==> src/rtl/seg7_pkg.sv <==
// Shared helpers for the multiplexed 7-segment scanner.
//  - hex_to_seg : 4-bit nibble to segment pattern, bit order g..a (bit6..bit0)
//  - off_level  : inactive pin level for a given active-low setting
//  - *_bank_lsb : bit offset of one bank inside the flattened input buses
package seg7_pkg;

    function automatic logic [6:0] hex_to_seg(input logic [3:0] nib);
        logic [6:0] s;
        s = 7'h00;
        case (nib)
            4'h0: s = 7'h3F;
            4'h1: s = 7'h06;
            4'h2: s = 7'h5B;
            4'h3: s = 7'h4F;
            4'h4: s = 7'h66;
            4'h5: s = 7'h6D;
            4'h6: s = 7'h7D;
            4'h7: s = 7'h07;
            4'h8: s = 7'h7F;
            4'h9: s = 7'h6F;
            4'hA: s = 7'h77;
            4'hB: s = 7'h7C;
            4'hC: s = 7'h39;
            4'hD: s = 7'h5E;
            4'hE: s = 7'h79;
            4'hF: s = 7'h71;
            default: s = 7'h00;
        endcase
        return s;
    endfunction

    // An active-low pin is off when driven high, so the off level equals the flag.
    // The same value is also the XOR mask that converts logical to pin polarity.
    function automatic logic off_level(input bit act_lo);
        return act_lo;
    endfunction

    // di and dp: bank 0 occupies the low end of the bus.
    function automatic int di_bank_lsb(input int b, input int ndig);
        return b * ndig * 4;
    endfunction

    function automatic int dp_bank_lsb(input int b, input int ndig);
        return b * ndig;
    endfunction

    // pixels: bank 0 occupies the HIGH end of the bus (reverse bank order).
    function automatic int pix_bank_lsb(input int b, input int nbank, input int ndig);
        return (nbank - 1 - b) * ndig * 8;
    endfunction

endpackage

==> src/rtl/seg7_bank_dec.sv <==
// Combinational segment decoder for one display bank.
//  nibbles : NDIG hex nibbles of this bank (snapshot), digit d at [d*4 +: 4]
//  pixels  : NDIG raw segment bytes of this bank (snapshot), digit d at [d*8 +: 8]
//  dp      : NDIG decimal points (hex mode only)
//  direct  : 1 selects raw pixels, 0 selects hex decode
//  lzb     : leading-zero blanking enable (hex mode only)
//  idx     : digit currently being scanned
//  seg     : logical (active-high) segments, bit7 = dp, bits 6..0 = g..a
module seg7_bank_dec
    import seg7_pkg::*;
#(
    parameter int NDIG  = 4,
    parameter int IDX_W = 2
) (
    input  logic [NDIG*4-1:0] nibbles,
    input  logic [NDIG*8-1:0] pixels,
    input  logic [NDIG-1:0]   dp,
    input  logic              direct,
    input  logic              lzb,
    input  logic [IDX_W-1:0]  idx,
    output logic [7:0]        seg
);

    logic [3:0] nib;
    logic [7:0] pix;
    logic       dp_bit;
    logic       upper_nonzero;
    logic       blank;

    always_comb begin
        // NOTE: every signal written here gets a default first, so no path
        // leaves one unassigned and no latch is inferred.
        nib           = 4'h0;
        pix           = 8'h00;
        dp_bit        = 1'b0;
        upper_nonzero = 1'b0;
        for (int d = 0; d < NDIG; d++) begin
            if (IDX_W'(d) == idx) begin
                nib    = nibbles[d*4 +: 4];
                pix    = pixels[d*8 +: 8];
                dp_bit = dp[d];
            end
            // Any nonzero nibble at or above the scanned digit keeps it lit.
            if (d >= int'(idx) && nibbles[d*4 +: 4] != 4'h0) begin
                upper_nonzero = 1'b1;
            end
        end

        // Digit 0 is never blanked so an all-zero value still shows "0".
        blank = lzb && (idx != '0) && !upper_nonzero;

        if (direct) begin
            seg = pix;
        end else if (blank) begin
            seg = 8'h00;
        end else begin
            seg = {dp_bit, hex_to_seg(nib)};
        end
    end

endmodule

==> src/rtl/seg7_nxm_scan.sv <==
// Multiplexed 7-segment driver: NBANK banks of NDIG digits scanned in lockstep.
//  clk    : system clock
//  reset  : asynchronous, active-low reset
//  di     : hex nibbles, bank b digit d = di[(b*NDIG+d)*4 +: 4]
//  pixels : raw segments, bank b digit d = pixels[((NBANK-1-b)*NDIG+d)*8 +: 8]
//  dp     : decimal points, indexed like di
//  direct : 1 = pixels drive segments, 0 = hex decode of di
//  lzb    : leading-zero blanking (hex mode only)
//  bright : PWM duty, 0 = dark, all-ones = full on (not snapshotted)
//  seg    : bank b = seg[b*8 +: 8], bit7 = dp, bits 6..0 = g..a
//  an     : bank b = an[b*NDIG +: NDIG], bit d selects digit d
//  frame  : one-clock pulse at each frame start
// All display inputs except bright are snapshotted once per frame so a
// CPU update never tears a frame.
module seg7_nxm_scan
    import seg7_pkg::*;
#(
    parameter int NBANK      = 2,
    parameter int NDIG       = 4,
    parameter int PRESC_W    = 16,
    parameter int PWM_W      = 4,
    parameter bit SEG_ACT_LO = 1'b1,
    parameter bit AN_ACT_LO  = 1'b1
) (
    input  logic                    clk,
    input  logic                    reset,
    input  logic [NBANK*NDIG*4-1:0] di,
    input  logic [NBANK*NDIG*8-1:0] pixels,
    input  logic [NBANK*NDIG-1:0]   dp,
    input  logic                    direct,
    input  logic                    lzb,
    input  logic [PWM_W-1:0]        bright,
    output logic [NBANK*8-1:0]      seg,
    output logic [NBANK*NDIG-1:0]   an,
    output logic                    frame
);

    localparam int                    IDX_W    = $clog2(NDIG);
    localparam logic [IDX_W-1:0]      IDX_LAST = IDX_W'(NDIG - 1);
    // The off pattern doubles as the polarity XOR mask.
    localparam logic [NBANK*8-1:0]    SEG_OFF  = {(NBANK*8){off_level(SEG_ACT_LO)}};
    localparam logic [NBANK*NDIG-1:0] AN_OFF   = {(NBANK*NDIG){off_level(AN_ACT_LO)}};

    logic [PRESC_W-1:0]      presc;
    logic [IDX_W-1:0]        idx;
    logic                    first_tick;
    logic                    tick;
    logic                    wrap;
    logic                    capture;

    logic [NBANK*NDIG*4-1:0] snap_di;
    logic [NBANK*NDIG*8-1:0] snap_pix;
    logic [NBANK*NDIG-1:0]   snap_dp;
    logic                    snap_direct;
    logic                    snap_lzb;

    logic [PWM_W-1:0]        pwm;
    logic                    slot_on;
    logic [NDIG-1:0]         digit_onehot;
    logic [NBANK*8-1:0]      seg_logic;
    logic [NBANK*NDIG-1:0]   an_logic;

    assign tick    = &presc;
    assign wrap    = tick && (idx == IDX_LAST);
    // The first tick after reset also captures, so fresh inputs appear
    // without waiting a whole frame.
    assign capture = tick && (wrap || first_tick);

    // Scan timing: prescaler and digit index.
    always_ff @(posedge clk or negedge reset) begin
        if (!reset) begin
            presc      <= '0;
            idx        <= '0;
            first_tick <= 1'b1;
        end else begin
            // NOTE: sequential state uses non-blocking assignments so every
            // register samples pre-edge values regardless of statement order.
            presc <= presc + PRESC_W'(1);
            if (tick) begin
                idx        <= wrap ? '0 : idx + IDX_W'(1);
                first_tick <= 1'b0;
            end
        end
    end

    // Frame snapshot of the display inputs.
    always_ff @(posedge clk or negedge reset) begin
        if (!reset) begin
            // NOTE: the wide snapshot registers are reset deliberately, so the
            // display shows a defined pattern before the first capture.
            snap_di     <= '0;
            snap_pix    <= '0;
            snap_dp     <= '0;
            snap_direct <= 1'b0;
            snap_lzb    <= 1'b0;
        end else if (capture) begin
            snap_di     <= di;
            snap_pix    <= pixels;
            snap_dp     <= dp;
            snap_direct <= direct;
            snap_lzb    <= lzb;
        end
    end

    // Brightness: compare the top prescaler bits against bright. The first
    // clock of every slot is dark so the previous digit cannot ghost.
    assign pwm          = presc[PRESC_W-1 -: PWM_W];
    assign slot_on      = ((&bright) || (pwm < bright)) && (presc != '0);
    assign digit_onehot = NDIG'(1) << idx;

    for (genvar b = 0; b < NBANK; b++) begin : g_bank
        seg7_bank_dec #(
            .NDIG  (NDIG),
            .IDX_W (IDX_W)
        ) u_dec (
            .nibbles (snap_di[di_bank_lsb(b, NDIG) +: NDIG*4]),
            .pixels  (snap_pix[pix_bank_lsb(b, NBANK, NDIG) +: NDIG*8]),
            .dp      (snap_dp[dp_bank_lsb(b, NDIG) +: NDIG]),
            .direct  (snap_direct),
            .lzb     (snap_lzb),
            .idx     (idx),
            .seg     (seg_logic[b*8 +: 8])
        );

        assign an_logic[b*NDIG +: NDIG] = slot_on ? digit_onehot : '0;
    end

    // Registered pin drivers with polarity applied.
    always_ff @(posedge clk or negedge reset) begin
        if (!reset) begin
            seg   <= SEG_OFF;
            an    <= AN_OFF;
            frame <= 1'b0;
        end else begin
            seg   <= seg_logic ^ SEG_OFF;
            an    <= an_logic ^ AN_OFF;
            frame <= wrap;
        end
    end

endmodule

==> config.mk <==
export PLATFORM = sky130hd
export DESIGN_NAME = seg7_nxm_scan
export DESIGN_NICKNAME = d
export VERILOG_FILES = /design/src/rtl/seg7_pkg.sv /design/src/rtl/seg7_bank_dec.sv /design/src/rtl/seg7_nxm_scan.sv
export SDC_FILE = /design/constraint.sdc
export NUM_CORES = 1
export LEC_CHECK = 0
export ABC_AREA = 1
export CAP_MARGIN = 15
export CORE_MARGIN = 2
export CORE_UTILIZATION = 57
export CTS_CLUSTER_DIAMETER = 30
export DETAILED_ROUTE_END_ITERATION = 7
export GPL_ROUTABILITY_DRIVEN = 0
export HOLD_SLACK_MARGIN = 0.12
export PLACE_DENSITY_LB_ADDON = 0.15
export SLEW_MARGIN = 20
export SYNTH_ARGS = -nofsm -noshare
export SYNTH_HDL_FRONTEND = slang
export SYNTH_SLANG_ARGS = --single-unit
==> constraint.sdc <==
create_clock -name clk -period 3.9 [get_ports clk]
set_input_delay 0.78 -clock clk [delete_from_list [all_inputs] [get_ports clk]]
set_output_delay 0.78 -clock clk [all_outputs]
set_load 0.03 [all_outputs]
==> results.tsv, run 1 <==
stage	metric	value	unit
sta	worst-margin pin slew	0.903	ns
yosys	Syn Inst Count	920	
floorplan	chip height	117	um
yosys	syn_area_per_cell	7.91	um^2
layout	fillcell total	989	
global_route	GRT Resource Usage Total	0.275	
job	Max Cap Viol	0	
placed_design	dpl cell area	8670	um^2
floorplan	chip width	117	um
floorplan	# IOs	137	
yosys	Cell Area, Synth	7270	um^2
critical_path	CP dominant cell by count	nand2_1	
clock_network	Max Root-Sink Buffers	2	
drt	Detailed Routing Iterations Pass 1	7	
yosys	Synth top area share	0.430	
yosys	Synth Flop Type	dfrtp_1	
placed_design	IO Port Bufs	136	
layout	post-route design area	9240	um^2
power_and_ir_drop	total power	3.25	mW
placed_design	placed cells	1191	
power_and_ir_drop	VDD IR max	292	uV
drt	remaining antenna violation count	0	
sta	crit share post-route	0.706	
power_and_ir_drop	leak pwr	4.32	nW
yosys	distinct cell type count after synthesis	32	
clock_network	setup bufs post-CTS	0	
layout	Final Net Count	1172	
yosys	ranking of synthesized cells by area	dfrtp_1 43%, nand2_1 23%, dfstp_2 7.6%	
sta	Fin Clk Skew	0.00786	ns
yosys	flops & latches, synth	146	
global_route	initial antenna violation count	0	
critical_path	CP max FO	20	
global_route	vias in the first global route	6260	
yosys	sequential area share after synthesis	0.506	
sta	fmax	363	MHz
global_route	largest net degree at the start of global routing	76	
sta	RSZ-0062 raised after global routing	no	
drt	Vias	6457	
floorplan	FP Rows	41	
sta	minimum clock period after layout	2.75	ns
clock_network	clk sinks	146	
critical_path	Critical Path Start Type	flop	
clock_network	CTS tree	done	
sta	setup TNS	0	ns
layout	non-filler cells, final	1223	
critical_path	CP cell instances	inv_1 > ha_1 > buf_4 > nor2_1 > nand2_1 > nand2_1 > nand2_1 > nand2_1 > inv_1 > ha_1 > inv_1 > nand3_1 > nand3_1 > nand3_1 > nand2_1 > nand2_1	
layout	layout cells sized above 1	0.0637	
clock_network	Max H-tree Level	4	
run_status	status	finished clean	
yosys	dominant cell type by area after synthesis	dfrtp_1	
global_route	first-pass GRT wire length	29000	um
drt	Initial DRC Count	572	
placed_design	Detailed Place HPWL	12100	um
power_and_ir_drop	PwrDens	351	nW/um^2
sta	Final setup viols	0	
clock_network	clock latency on the worst-skew pair	0.43	ns
yosys	most common cell in the netlist	nand2_1	
drt	WL per Instance	14.5	um
clock_network	number of hold buffers added after cts	0	
critical_path	Crit path required time	4.27	ns
layout	antenna cells	0	
critical_path	slowest stage cell, crit path	ha_1	
clock_network	Resized Gates After CTS	0	
clock_network	CTS Buf Count	17	
clock_network	Reg clk slew, reported paths	0.06	ns
yosys	Post-Syn Nets	1054	
critical_path	Setup Crit Path Kind	flop to flop	
layout	Syn-to-layout area delta	27.1	%
sta	Relative slew margins	0.396	
critical_path	slowest stage delay, CP	0.43	ns
floorplan	Starting Density	0.581	
yosys	EDFF count, synth	0	
layout	Post-Route Utilization	0.739	
floorplan	core area	12500	um^2
drt	WL final	17700	um
drt	DR vias/cell	5.28	
yosys	Commonest cells post-synth	440 x nand2_1, 125 x dfrtp_1, 60 x nand3_1, 42 x o21ai_0, 37 x inv_1	
sta	endpoints failing hold	0	
sta	final count of pins violating max slew	0	
critical_path	CP Data Arrival Time	3.12	ns
yosys	Synth Warn #	0	
drt	DRC	0	
min_path	HP Class	primary input to asynchronous set/reset pin	
clock_network	CTS Root Cell	clkbuf_16	
yosys	ys async rst share	1.00	
floorplan	die area	13700	um^2
global_route	grt ovf	0	
critical_path	Crit. End Element	flop	
state kept, by name, summed over array words and instances (netlist names):
register,cells
snap_direct,1
frame,1
seg,16
first_tick,1
snap_pix,64
an,4
presc,16
snap_lzb,1
snap_dp,8
snap_di,32
idx,2
kinds of logic after synthesis:
kind of cell / synth area share
simple gates: 0.306
flops: 0.506
compound gates: 0.0769
buf+inv: 0.0590
fa+ha+maj: 0.0378
xor+xnor: 0.0145
stage by stage:
| step | hold slack (ns) | setup WS [ns] |
|---|---|---|
| floorplan | 0.442 | 1.71 |
| detailed placement | 0.460 | 1.25 |
| global placement | 0.456 | 1.33 |
| finish | 0.371 | 1.15 |
| global route | 0.433 | 0.812 |
| CTS | 0.397 | 1.21 |
cells in the final DEF (no fill, tap or decap), types with 2 or more instances in the layout:
master / n
ha_1: 22
o211ai_1: 4
inv_2: 5
dfstp_2: 21
o21ai_1: 2
nand3_2: 2
nor4_1: 2
clkbuf_16: 17
buf_4: 7
nor3_4: 2
dfrtp_1: 125
a21boi_0: 3
inv_1: 37
bufinv_16: 2
nor2_1: 31
clkdlybuf4s50_1: 135
nand3_1: 60
clkinvlp_4: 2
nand3b_1: 3
nor3_1: 3
xor2_1: 12
nand2_1: 440
o21ai_0: 42
nand4_1: 6
clkbuf_1: 7
a21oi_1: 36
a22oi_1: 11
clkbuf_8: 3
path summary, 6_finish.rpt:
kind,slack [ns],to,start,cells past startpoint
max in group asynchronous,2.67,seg[12],reset,2
min reg2reg,0.48,presc[0],presc[0],1
max,1.15,seg[3],idx[1],16
min in group clk,0.48,presc[0],presc[0],1
min,0.37,presc[0],reset,1
max reg2reg,1.15,seg[3],idx[1],16
area by class of cell:
cell class / count / area [um^2] / share of cell area
inverter: 43 / 161 / 0.0175
clock inverter: 5 / 80.1 / 0.00866
sequential: 146 / 3680 / 0.398
timing repair buffer: 144 / 1440 / 0.155
clock buffer: 27 / 493 / 0.0533
tap: 172 / 215 / 0.0233
multi-input combinational: 686 / 3180 / 0.344
layer usage:
| layer | global-route usage | vias up | wire length (um) |
|---|---|---|---|
| met2 | 0.442 | 229 | 8380 |
| met5 | 0 | - | 0 |
| met3 | 0.0613 | 37 | 1090 |
| met4 | 0.0973 | 0 | 349 |
| met1 | 0.372 | 3032 | 7910 |
| li1 | - | 3159 | - |
where the power goes:
| part | internal [mW] | leakage [nW] | switching [mW] |
|---|---|---|---|
| clock network | 0.991 | 0.272 | 0.588 |
| registers | 1.52 | 1.40 | 0.000116 |
| logic | 0.101 | 2.65 | 0.0504 |
critical path, delay by kind of cell, from the launching register on:
family / cells / cell delay (ns)
adder cells (fa/ha/maj): 2 / 0.65
buffers and inverters: 4 / 0.72
flip-flops: 1 / 0.41
AND/OR/NAND/NOR: 10 / 0.90
Power figures use the tool's default switching activity.
==> inputs of run 2 (changes only) <==
--- a/config.mk
+++ b/config.mk
@@ -8,7 +8,7 @@
 export ABC_AREA = 1
 export CAP_MARGIN = 15
 export CORE_MARGIN = 2
-export CORE_UTILIZATION = 57
+export CORE_UTILIZATION = 48
 export CTS_CLUSTER_DIAMETER = 30
 export DETAILED_ROUTE_END_ITERATION = 7
 export GPL_ROUTABILITY_DRIVEN = 0
==> constraint.sdc (replaced) <==
create_clock -name clk -period 2.25 [get_ports clk]
set_input_delay 0.45 -clock clk [delete_from_list [all_inputs] [get_ports clk]]
set_output_delay 0.45 -clock clk [all_outputs]
set_load 0.03 [all_outputs]
==> run 2 against run 1 <==
Effect of this change: utilization shrank 8.8 points; register-to-register slack got worse by 0.99 ns; combinational power is 76% higher; fmax up 31%; sequential power up 73%; critical path type unchanged.
==> results.tsv, run 2 (synthesis results as in run 1) <==
stage	metric	value	unit
critical_path	Crit. End Element	flop	
layout	commonest non-fill, non-tap cell in the layout	nand2_1	
layout	max reg flops	64	
power_and_ir_drop	PwrDens	594	nW/um^2
sta	minimum clock period after layout	2.10	ns
layout	Post-Route Utilization	0.651	
sta	crit share post-route	0.932	
placed_design	Setup WS pre-CTS	-0.0467	ns
layout	area of the multi-input gates	3230	um^2
layout	Largest Register	snap_pix	
global_route	vias in the first global route	6238	
placed_design	dpl cell area	8860	um^2
floorplan	Starting Density	0.497	
layout	Final Net Count	1190	
global_route	largest net degree at the start of global routing	107	
global_route	initial antenna violation count	0	
clock_network	CTS Root Cell	clkbuf_16	
sta	final count of pins violating max slew	0	
floorplan	core area	14600	um^2
sta	final hold slack	0.477	ns
layout	Syn-to-layout area delta	31.0	%
floorplan	die area	16200	um^2
layout	register area	3680	um^2
placed_design	IO Port Bufs	136	
drt	WL final	18500	um
run_status	status	finished clean	
critical_path	worst reg2reg path endpoint	seg[11]	
clock_network	clk sinks	146	
min_path	HP Class	flop to flop	
layout	most frequent cells in the layout	438 x nand2_1, 135 x clkdlybuf4s50_1, 123 x dfrtp_1	
critical_path	Setup Crit Path Kind	flop to flop	
drt	remaining antenna violation count	0	
clock_network	clock latency on the worst-skew pair	0.42	ns
power_and_ir_drop	total power	5.66	mW
critical_path	reg-to-reg slack, setup	0.15	ns
sta	Final setup viols	0	
floorplan	FP Rows	44	
clock_network	CTS Buf Count	17	
sta	final worst slack	0.154	ns
layout	layout cells sized above 1	0.0973	
layout	largest registers	snap_pix x64, snap_di x32	
floorplan	chip width	127	um
drt	Initial DRC Count	593	
sta	fmax	477	MHz
drt	Vias	6328	
sta	Relative slew margins	0.654	
floorplan	chip height	127	um
sta	endpoints failing hold	0	
clock_network	CTS tree	done	
critical_path	worst-case reg-to-reg path depth	14	
clock_network	Reg clk slew, reported paths	0.06	ns
sta	worst-margin pin slew	0.513	ns
drt	Detailed Routing Iterations Pass 1	5	
sta	Fin Clk Skew	0.00816	ns
layout	post-route design area	9530	um^2
clock_network	setup bufs post-CTS	0	
floorplan	# IOs	137	
min_path	Worst Hold Endpoint	snap_pix[17]	
critical_path	Crit path required time	2.60	ns
critical_path	Critical Path Start Type	flop	
critical_path	CP max FO	6	
layout	fillcell total	1284	
power_and_ir_drop	VDD IR max	505	uV
min_path	hold wc startpoint	snap_pix[17]	
global_route	grt ovf	0	
layout	antenna cells	0	
job	Max Cap Viol	0	
placed_design	Detailed Place HPWL	12400	um
drt	DR vias/cell	5.05	
drt	WL per Instance	14.7	um
power_and_ir_drop	leak pwr	4.44	nW
drt	DRC	0	
global_route	first-pass GRT wire length	30800	um
critical_path	CP Data Arrival Time	2.45	ns
min_path	Min-Delay Path Depth	2	
critical_path	FF-to-FF Start	idx[1]	
clock_network	Max H-tree Level	4	
global_route	GRT Resource Usage Total	0.240	
clock_network	Max Root-Sink Buffers	2	
[run 2: cell type report]
class,count,area share
clock buffers,20,0.0469
clock inverters,12,0.0138
inverters,43,0.0175
multi-input cells,686,0.339
flip-flops and latches,146,0.386
well taps,184,0.0242
repair buffers,162,0.172
[run 2: report_power, final]
group	switching (mW)	internal (mW)	total (mW)
Combinational	0.0870	0.179	0.266
Sequential	0.000241	2.63	2.63
Clock	1.10	1.66	2.76
[run 2: critical path, stage by stage (launching register included)]
cell and delay (ns):
dfrtp_2 0.45, inv_4 0.10, ha_2 0.18, buf_4 0.14, nand3_1 0.08, nand2_1 0.08, nand2_1 0.06, nand2_1 0.15
inv_1 0.13, ha_1 0.21, nand3b_1 0.15, nand3_1 0.10, nand3_1 0.07, nand2_1 0.07, nand2_1 0.05
[run 2: worst max-delay path by stage]
| stage | cells after the start | startpoint | end | slack (ns) |
|---|---|---|---|---|
| finish | 14 | idx[1] | seg[11] | 0.15 |
| global route | 16 | idx[1] | seg[0] | -0.01 |
| CTS | 14 | idx[1] | seg[1] | 0.02 |
| detailed placement | 12 | idx[0] | seg[8] | -0.05 |
| global placement | 12 | idx[0] | seg[8] | -0.0008 |
| floorplan | 17 | idx[1] | seg[3] | 0.06 |
[run 2: per-layer routing]
layer / GRT usage / share of wire
met5: 0 / 0
met4: 0.0789 / 0.013
met3: 0.0570 / 0.066
met2: 0.359 / 0.47
met1: 0.348 / 0.46
[run 2: through the flow]
stage / cells / setup TNS [ns]
finish: 1253 / 0
global route: 1253 / -0.0168
CTS: 1252 / 0
detailed placement: 1219 / -0.173
global placement: 1219 / -0.000834
floorplan: 920 / 0
[run 2: repair_timing]
action | CTS | global route
endpoints found under the setup margin | 8 | 24
gates cloned | 0 | 1
hold endpoints to repair | 125 | 0
gates resized for setup | 9 | 12
hold buffers | 1 | 0
pin swaps | 0 | 0
==> inputs of run 3 (changes only) <==
--- a/config.mk
+++ b/config.mk
@@ -7,6 +7,7 @@
 export LEC_CHECK = 0
 export ABC_AREA = 1
 export CAP_MARGIN = 15
+export CORE_ASPECT_RATIO = 2
 export CORE_MARGIN = 2
 export CORE_UTILIZATION = 48
 export CTS_CLUSTER_DIAMETER = 30
==> run 3 against run 2 <==
Effect of this change: clock skew grew 0.0058 ns; critical endpoint is now snap_pix[34]; final cell count is 1.6% higher; first-iteration DRC count fell by 46%; cell area up 1.1%; via count increased by 3.8%; fmax is 5.8% lower.
==> results.tsv, run 3 (synthesis results as in run 1) <==
stage	metric	value	unit
run_status	status	finished clean	
job	Max Cap Viol	0	
layout	post-route design area	9630	um^2
drt	DRC	0	
min_path	Min-Delay Path Depth	2	
global_route	initial antenna violation count	0	
critical_path	CP max FO	7	
floorplan	chip width	91.0	um
sta	minimum clock period after layout	2.23	ns
global_route	vias in the first global route	6614	
power_and_ir_drop	PwrDens	570	nW/um^2
placed_design	dpl cell area	8870	um^2
layout	antenna cells	0	
floorplan	die area	16200	um^2
floorplan	core area	14800	um^2
clock_network	CTS tree	done	
global_route	first-pass GRT wire length	32000	um
min_path	HP Class	flop to flop	
critical_path	worst-case reg-to-reg path depth	11	
global_route	largest net degree at the start of global routing	60	
drt	remaining antenna violation count	0	
critical_path	Crit. End Element	flop	
layout	non-filler cells, final	1273	
power_and_ir_drop	VDD IR max	444	uV
critical_path	CP Data Arrival Time	2.59	ns
drt	WL per Instance	16.1	um
sta	crit share post-route	0.989	
sta	setup TNS	0	ns
layout	max reg flops	64	
drt	WL final	20500	um
power_and_ir_drop	leak pwr	4.46	nW
sta	final count of pins violating max slew	0	
critical_path	Setup Crit Path Kind	flop to flop	
clock_network	clock latency on the worst-skew pair	0.43	ns
critical_path	Critical Path Start Type	flop	
layout	layout cells sized above 1	0.112	
placed_design	placed cells	1230	
layout	Largest Register	snap_pix	
critical_path	CP delay by family, top	simple AND/OR/NAND/NOR gates	
sta	endpoints failing hold	0	
placed_design	Detailed Place HPWL	14200	um
layout	largest registers	snap_pix x64, snap_di x32	
clock_network	clk sinks	146	
critical_path	CP dominant cell by count	nand2_1	
clock_network	CTS Buf Count	17	
sta	Final setup viols	0	
floorplan	FP Rows	63	
layout	Final Net Count	1199	
sta	fmax	449	MHz
global_route	GRT Resource Usage Total	0.253	
sta	Relative slew margins	0.687	
placed_design	IO Port Bufs	136	
critical_path	Levels on crit path	11	
power_and_ir_drop	total power	5.49	mW
clock_network	Max Root-Sink Buffers	2	
layout	most frequent cells in the layout	436 x nand2_1, 135 x clkdlybuf4s50_1, 125 x dfrtp_1	
floorplan	# IOs	137	
clock_network	Max H-tree Level	4	
layout	fillcell total	1320	
critical_path	CP cell instances	ha_4 > nand3_4 > nor3_4 > nand2_2 > inv_2 > nand4_1 > a21oi_4 > buf_6 > clkbuf_16 > nand2_1 > nand2_1	
layout	commonest non-fill, non-tap cell in the layout	nand2_1	
sta	worst-margin pin slew	0.470	ns
floorplan	chip height	178	um
sta	RSZ-0062 raised after global routing	yes	
clock_network	CTS Root Cell	clkbuf_16	
layout	Post-Route Utilization	0.650	
critical_path	slowest stage cell, crit path	dfrtp_1	
critical_path	CP bufs+invs	3	
drt	Detailed Routing Iterations Pass 1	5	
critical_path	slowest stage delay, CP	0.42	ns
clock_network	Reg clk slew, reported paths	0.07	ns
critical_path	Crit path required time	2.61	ns
drt	Initial DRC Count	322	
sta	Fin Clk Skew	0.0139	ns
floorplan	Starting Density	0.491	
layout	Syn-to-layout area delta	32.4	%
global_route	grt ovf	0	
drt	Vias	6570	
drt	DR vias/cell	5.16	
-- run 3: cell count changes in the layout (fill, tap and decap cells not counted), sizes merged --
cell      before  now
buf           25   34
clkinv         8    4
clkinvlp       1    5
inv           44   47
bufinv         2    0
clkbuf        21   20
-- run 3: final cells by class --
class | instances | area (um^2) | area share
Multi-Input combinational cell | 686 | 3270 | 0.339
Clock inverter | 13 | 101 | 0.0105
Tap cell | 195 | 244 | 0.0253
Sequential cell | 146 | 3680 | 0.382
Timing Repair Buffer | 171 | 1740 | 0.181
Clock buffer | 19 | 433 | 0.0450
Inverter | 43 | 165 | 0.0171
-- run 3: path summary, 6_finish.rpt --
check,from,endpoint,slack [ns]
worst max-delay path,presc[1],snap_pix[34],0.02
worst min-delay path,snap_pix[51],snap_pix[51],0.47
worst max register to register,presc[1],snap_pix[34],0.02
worst min register to register,snap_pix[51],snap_pix[51],0.47
max in group asynchronous,reset,seg[13],0.97
min in group asynchronous,reset,snap_di[3],0.52
-- run 3: timing repair --
item | 4_1_cts | 5_1_grt
setup buffers | 2 | 5
resized for setup | 3 | 30
setup endpoints to repair | 13 | 117
pin swaps | 0 | 2
cloned | 0 | 3
hold buffers | 1 | 0
hold endpoints to repair | 37 | 0
-- run 3: tightest hold or removal path: stages (launching register included) --
cell and delay, ns:
dfrtp_1 0.34, nand2_1 0.05, nand2_1 0.05
-- run 3: metal layers --
metal,share of wire,global-route usage
met1,0.37,0.276
met2,0.54,0.461
met3,0.043,0.0359
met4,0.048,0.150
met5,0,0
-- run 3: where the power goes --
part,total [mW],internal [mW],switching (mW)
Clock,2.59,1.42,1.17
Sequential,2.63,2.63,0.000677
Combinational,0.267,0.179,0.0879
Total,5.49,4.23,1.26
-- run 3: metrics by stage --
step	hold slack (ns)	setup slack, ns
3_5_place_dp	0.418	-0.111
6_report	0.475	0.0249
2_1_floorplan	0.154	0.0582
3_3_place_gp	0.420	-0.0344
4_1_cts	0.476	0.00930
5_1_grt	0.500	-0.0625
